--- src/rtl/debouncer.sv ---
// -----------------------------------------------------------------------------
// debouncer
//   Multi-channel contact debouncer. It sits directly after the synchroniser
//   and takes its already-synchronised bus, one channel per input line. Each
//   channel publishes a clean registered level. A channel accepts a new level
//   only after STABLE_CYCLES consecutive samples that all differ from the
//   level it is currently holding. A single sample that matches the held
//   level again discards the pending change, so chatter has to settle
//   completely before it is accepted.
//
//   Optional feature macro: DEBOUNCER_EDGES_EN
//     defined     : the Rise_o/Fall_o ports and their strobe registers exist.
//     not defined : only Debounced_o is present. Level behaviour is identical.
//
// Parameters
//   WIDTH          number of independent channels
//   STABLE_CYCLES  consecutive differing samples needed to accept a level (>=1)
//   RESET_VALUE    value loaded into Debounced_o while Reset is low
//
// Ports
//   Clock        in   1      system clock; all logic runs on the rising edge
//   Reset        in   1      synchronous, active-low reset
//   Sync_i       in   WIDTH  synchronised raw inputs
//   Rise_o       out  WIDTH  one-cycle strobe when Debounced_o[k] goes 0->1 (feature only)
//   Fall_o       out  WIDTH  one-cycle strobe when Debounced_o[k] goes 1->0 (feature only)
//   Debounced_o  out  WIDTH  registered debounced level per channel
// -----------------------------------------------------------------------------
module debouncer #(
  parameter int                   WIDTH         = 4,
  parameter int                   STABLE_CYCLES = 8,
  parameter logic [WIDTH-1:0]     RESET_VALUE   = '0
) (
  input  logic             Clock,
  input  logic             Reset,
  input  logic [WIDTH-1:0] Sync_i,
`ifdef DEBOUNCER_EDGES_EN
  output logic [WIDTH-1:0] Rise_o,
  output logic [WIDTH-1:0] Fall_o,
`endif
  output logic [WIDTH-1:0] Debounced_o
);

  // The counter must be able to hold values up to STABLE_CYCLES. It never
  // reaches that value, because it is cleared on the accepting edge.
  localparam int            CW   = $clog2(STABLE_CYCLES + 1);
  localparam logic [CW-1:0] LAST = CW'(STABLE_CYCLES - 1);

  logic [WIDTH-1:0] level_q;
  logic [WIDTH-1:0] level_d;
  logic [WIDTH-1:0] flip;
  logic [CW-1:0]    cnt_q [WIDTH];
  logic [CW-1:0]    cnt_d [WIDTH];

  // Next-state logic for each channel.
  //  - The sample equals the held level: clear the counter and drop any
  //    pending change.
  //  - The sample differs and the counter is below LAST: count one more sample.
  //  - The sample differs and the counter is at LAST: this is the
  //    STABLE_CYCLES-th differing sample, so flip the level and clear the
  //    counter.
  always_comb begin
    flip = '0;
    for (int k = 0; k < WIDTH; k++) begin
      cnt_d[k] = '0;
      if (Sync_i[k] != level_q[k]) begin
        if (cnt_q[k] == LAST) begin
          flip[k] = 1'b1;
        end else begin
          cnt_d[k] = cnt_q[k] + CW'(1);
        end
      end
    end
    level_d = level_q ^ flip;
  end

  always_ff @(posedge Clock) begin
    if (!Reset) begin
      level_q <= RESET_VALUE;
      for (int k = 0; k < WIDTH; k++) begin
        cnt_q[k] <= '0;
      end
    end else begin
      level_q <= level_d;
      for (int k = 0; k < WIDTH; k++) begin
        cnt_q[k] <= cnt_d[k];
      end
    end
  end

  assign Debounced_o = level_q;

`ifdef DEBOUNCER_EDGES_EN
  // The strobes are registered on the same edge that updates the level, so
  // each strobe lines up with the changed Debounced_o. The direction of the
  // edge is decided from the level held before the flip.
  logic [WIDTH-1:0] rise_q;
  logic [WIDTH-1:0] fall_q;

  always_ff @(posedge Clock) begin
    if (!Reset) begin
      rise_q <= '0;
      fall_q <= '0;
    end else begin
      rise_q <= flip & ~level_q;
      fall_q <= flip &  level_q;
    end
  end

  assign Rise_o = rise_q;
  assign Fall_o = fall_q;
`endif

endmodule
--- config.mk ---
export PLATFORM = sky130hd
export DESIGN_NAME = debouncer
export DESIGN_NICKNAME = d
export VERILOG_FILES = /design/src/rtl/debouncer.sv
export SDC_FILE = /design/constraint.sdc
export NUM_CORES = 1
export LEC_CHECK = 0
export ABC_AREA = 0
export CAP_MARGIN = 0
export CORE_UTILIZATION = 55
export DETAILED_ROUTE_END_ITERATION = 8
export PLACE_DENSITY = 0.86
export SETUP_SLACK_MARGIN = 0.1
export SKIP_CTS_REPAIR_TIMING = 1
export SLEW_MARGIN = 30
export SYNTH_ARGS = -nofsm -noshare
export SYNTH_HDL_FRONTEND = slang
export SYNTH_SLANG_ARGS = --single-unit
--- constraint.sdc ---
create_clock -name Clock -period 2.6 [get_ports Clock]
set_input_delay 0.78 -clock Clock [delete_from_list [all_inputs] [get_ports Clock]]
set_output_delay 0.78 -clock Clock [all_outputs]
set_load 0.02 [all_outputs]
==> flow_results.xml <==
<?xml version="1.0" encoding="UTF-8"?>
<metrics>
  <group name="outcome">
    <metric name="outcome" unit="">complete, no violations</metric>
  </group>
  <group name="yosys">
    <metric name="cell_type_with_the_highest_aggregate_area_in_the_netlist" unit="">dfxtp_1</metric>
    <metric name="synth.cell_area" unit="µm²">785.8</metric>
    <metric name="synth_edf_count" unit="">0</metric>
    <metric name="yosysWarningCount" unit="">0</metric>
    <metric name="synth_largest_type_area_fraction" unit="">0.5096</metric>
    <metric name="ys_async_sr_fraction" unit="">0</metric>
    <metric name="yosys_register_bits" unit="">20</metric>
    <metric name="syn-instance-count" unit="">77</metric>
    <metric name="net_count_after_synthesis" unit="">87</metric>
    <metric name="ys_top_cells_by_area" unit="">dfxtp_1, xor2_1, ha_1</metric>
    <metric name="synth.distinct_cells" unit="">11</metric>
    <metric name="synth_area_per_cell" unit="µm²">10.20</metric>
    <metric name="main_synth_ff_type" unit="">dfxtp_1</metric>
    <metric name="yosysSeqAreaShare" unit="">0.5096</metric>
    <metric name="yosys.cell_count.top_type" unit="">dfxtp_1</metric>
    <metric name="synthTopCellsByCount" unit="">dfxtp_1, nor2_1, xor2_1</metric>
  </group>
  <group name="pwr">
    <metric name="vdd.ir_drop.worst" unit="mV">0.3118</metric>
    <metric name="p_per_area" unit="nW/µm²">559.6</metric>
    <metric name="total_power" unit="µW">518.1</metric>
    <metric name="internal_cell_power" unit="µW">411.9</metric>
    <metric name="p_seq_frac" unit="">0.611</metric>
    <metric name="clkPwrFrac" unit="">0.337</metric>
    <metric name="power.share.switching" unit="">0.2050</metric>
    <metric name="switchingPower" unit="µW">106.2</metric>
    <metric name="static-leakage-power" unit="nW">0.4438</metric>
    <metric name="proportion_of_power_drawn_by_combinational_gates" unit="">0.052</metric>
  </group>
  <group name="timing">
    <metric name="max-slew-margin-rel" unit="">0.7452</metric>
    <metric name="report.final.slew_viol_count" unit="">0</metric>
    <metric name="tightest_slew" unit="ps">381.0</metric>
    <metric name="finalHoldViolations" unit="">0</metric>
    <metric name="finalSetupViolCount" unit="">0</metric>
    <metric name="tns" unit="ps">0</metric>
    <metric name="fin_crit_sh" unit="">0.8033</metric>
    <metric name="grt_setup_unrepaired" unit="">no</metric>
    <metric name="maximum_clock_rate" unit="GHz">0.4788</metric>
    <metric name="final.setup_skew" unit="ps">5.808</metric>
    <metric name="layout_min_cycle_time" unit="ps">2089</metric>
  </group>
  <group name="worst_setup_path">
    <metric name="worst_path_max_delay_cell" unit="">clkdlybuf4s50_1</metric>
    <metric name="critical-path-max-stage-delay" unit="ps">620</metric>
    <metric name="end_kind" unit="">primary output</metric>
    <metric name="start_of_the_worst_register_to_register_path" unit="">cnt_q[1][0]</metric>
    <metric name="timing.critical_path.arrival" unit="ps">1310</metric>
    <metric name="crit_type" unit="">register to primary output</metric>
    <metric name="required" unit="ps">1820</metric>
    <metric name="timing.critical_path.buf_inv" unit="">1</metric>
    <metric name="cp_max_fo" unit="">3</metric>
    <metric name="worst-r2r-setup-slack" unit="ps">1560</metric>
    <metric name="path_delay_family" unit="">buffers and inverters</metric>
    <metric name="path_cells" unit="">clkdlybuf4s50_1</metric>
    <metric name="critical_path.startpoint_type" unit="">register</metric>
    <metric name="worst_r2r_path_depth" unit="">4</metric>
  </group>
  <group name="route">
    <metric name="vias_per_cell" unit="">5.019</metric>
    <metric name="first_pass_iters" unit="">2</metric>
    <metric name="number_of_design_rule_violations_left_by_the_first_detailed_router_iteration" unit="">9</metric>
    <metric name="wirelength" unit="µm">1144</metric>
    <metric name="drc_errors" unit="">0</metric>
    <metric name="ant_nets" unit="">0</metric>
    <metric name="route.vias.total" unit="">522</metric>
    <metric name="wl_per_cell" unit="µm">11.00</metric>
  </group>
  <group name="final_layout">
    <metric name="combined_area_of_the_multi_input_logic_cells" unit="µm²">365.4</metric>
    <metric name="ant_diodes" unit="">0</metric>
    <metric name="area_growth_syn_to_layout" unit="%">17.83</metric>
    <metric name="num-nets-final" unit="">100</metric>
    <metric name="n_fill_cell" unit="">99</metric>
    <metric name="post_route_cells_drive_above_1_share" unit="">0.08989</metric>
    <metric name="post_layout_nonfiller_instances" unit="">104</metric>
    <metric name="finish.instance_area" unit="µm²">925.9</metric>
    <metric name="sequential_cell_area" unit="µm²">400.4</metric>
  </group>
  <group name="cts">
    <metric name="tritoncts" unit="">done</metric>
    <metric name="cts_made_buffers" unit="">3</metric>
    <metric name="cts.htree.levels" unit="">1</metric>
    <metric name="cts.sink_count" unit="">20</metric>
    <metric name="clock_path_buffers" unit="">2</metric>
    <metric name="cts.reportedPaths.clkPinSlew" unit="ps">110</metric>
    <metric name="worstSkewPairLatency" unit="ps">300</metric>
    <metric name="root_buffer" unit="">clkbuf_4</metric>
  </group>
  <group name="worst_hold_path">
    <metric name="min_path_type" unit="">register to register</metric>
    <metric name="hold_path_depth" unit="">1</metric>
    <metric name="holdPathEnd" unit="">cnt_q[1][0]</metric>
    <metric name="hold_path_startpoint" unit="">cnt_q[1][0]</metric>
  </group>
  <group name="die">
    <metric name="start_util" unit="">0.5964</metric>
    <metric name="num_rows" unit="">13</metric>
    <metric name="die_y" unit="µm">39.80</metric>
    <metric name="core-area" unit="µm²">1318</metric>
    <metric name="ioPinCount" unit="">10</metric>
    <metric name="die-area" unit="µm²">1584</metric>
    <metric name="die_x" unit="µm">39.80</metric>
  </group>
  <group name="placement">
    <metric name="post_dp_cell_area" unit="µm²">889.6</metric>
    <metric name="io_buffer_count" unit="">9</metric>
    <metric name="dpl.cell_count" unit="">100</metric>
    <metric name="place_congestion" unit="">0.5920</metric>
    <metric name="place_hpwl" unit="µm">844.6</metric>
  </group>
  <group name="global_routing">
    <metric name="maximum_number_of_pins_on_one_net_before_global_route_repair" unit="">13</metric>
    <metric name="initial_antenna_violation_count" unit="">0</metric>
    <metric name="track_usage" unit="">0.1698</metric>
    <metric name="grt_pass1_vias" unit="">459</metric>
    <metric name="gr-total-overflow" unit="">0</metric>
    <metric name="wire_length_of_the_first_global_routing_pass" unit="µm">1711</metric>
  </group>
  <group name="job">
    <metric name="cap_viol_max_count" unit="">0</metric>
  </group>
</metrics>
metrics by stage:
step	utilization	hold WS (ps)	setup slack, ps
detailed placement	0.6752	443.9	721.0
global placement	0.6752	429.4	794.6
floorplan	-	417.5	1381
finish	0.7028	456.7	511.4
global route	0.7028	476.2	455.9
CTS	0.7028	460.4	508.1
per-layer routing:
| layer | part of all wire | wire length (µm) | vias to the layer above | track usage |
|---|---|---|---|---|
| li1 | - | - | 277 | - |
| met1 | 0.48 | 549 | 232 | 0.1713 |
| met2 | 0.46 | 524 | 11 | 0.2992 |
| met3 | 0.058 | 66 | 2 | 0.08523 |
| met4 | 0.0035 | 4 | 0 | 0.05172 |
| met5 | 0 | 0 | - | 0 |
layout make-up:
type | instances | area share
multi-input combinational | 52 | 0.3946
tap | 15 | 0.02027
inverter | 4 | 0.01622
clock buffer | 4 | 0.03919
sequential | 20 | 0.4324
timing repair buffer | 9 | 0.09730
cell families (layout without fill, tap and decap cells):
logic type               after synthesis  in the layout  synth area share
AND/OR/NAND/NOR                       32             32            0.2166
flip-flops                            20             20            0.5095
XOR/XNOR                              12             12            0.1338
buffers and inverters                  5             17           0.02547
adder cells (fa/ha/maj)                4              4           0.06370
multiplexers                           4              4           0.05096
power by group through the flow:
| stage | Sequential (mW) | Clock (mW) | Combinational, mW |
|---|---|---|---|
| floorplan | 0.323 | 0 | 0.0151 |
| global placement | 0.323 | 0 | 0.0255 |
| detailed placement | 0.324 | 0 | 0.0271 |
| CTS | 0.317 | 0.181 | 0.0270 |
| global route | 0.318 | 0.196 | 0.0304 |
| finish | 0.317 | 0.175 | 0.0268 |
layout by cell type, fill, tap and decap left out, drive strengths merged:
| cell type | count |
|---|---|
| dfxtp | 20 |
| xor2 | 12 |
| nor2 | 12 |
| clkdlybuf4s50 | 9 |
| nand3 | 8 |
| nand3b | 4 |
| mux2i | 4 |
| nor2b | 4 |
| and3 | 4 |
| inv | 4 |
| ha | 4 |
| clkbuf | 4 |
how the worst max path moves through the flow:
| stage | slack [ps] | start | cells after the start | to |
|---|---|---|---|---|
| final | 510 | register | 1 | Debounced_o[0] |
| after global routing | 460 | register | 1 | Debounced_o[2] |
| after CTS | 510 | register | 1 | Debounced_o[2] |
| after detailed placement | 720 | Reset | 3 | cnt_q[1][3] |
| after global placement | 790 | Reset | 3 | cnt_q[0][3] |
| after floorplan | 1380 | register | 0 | Debounced_o[0] |
No activity file was read; power rests on OpenSTA's default activity.
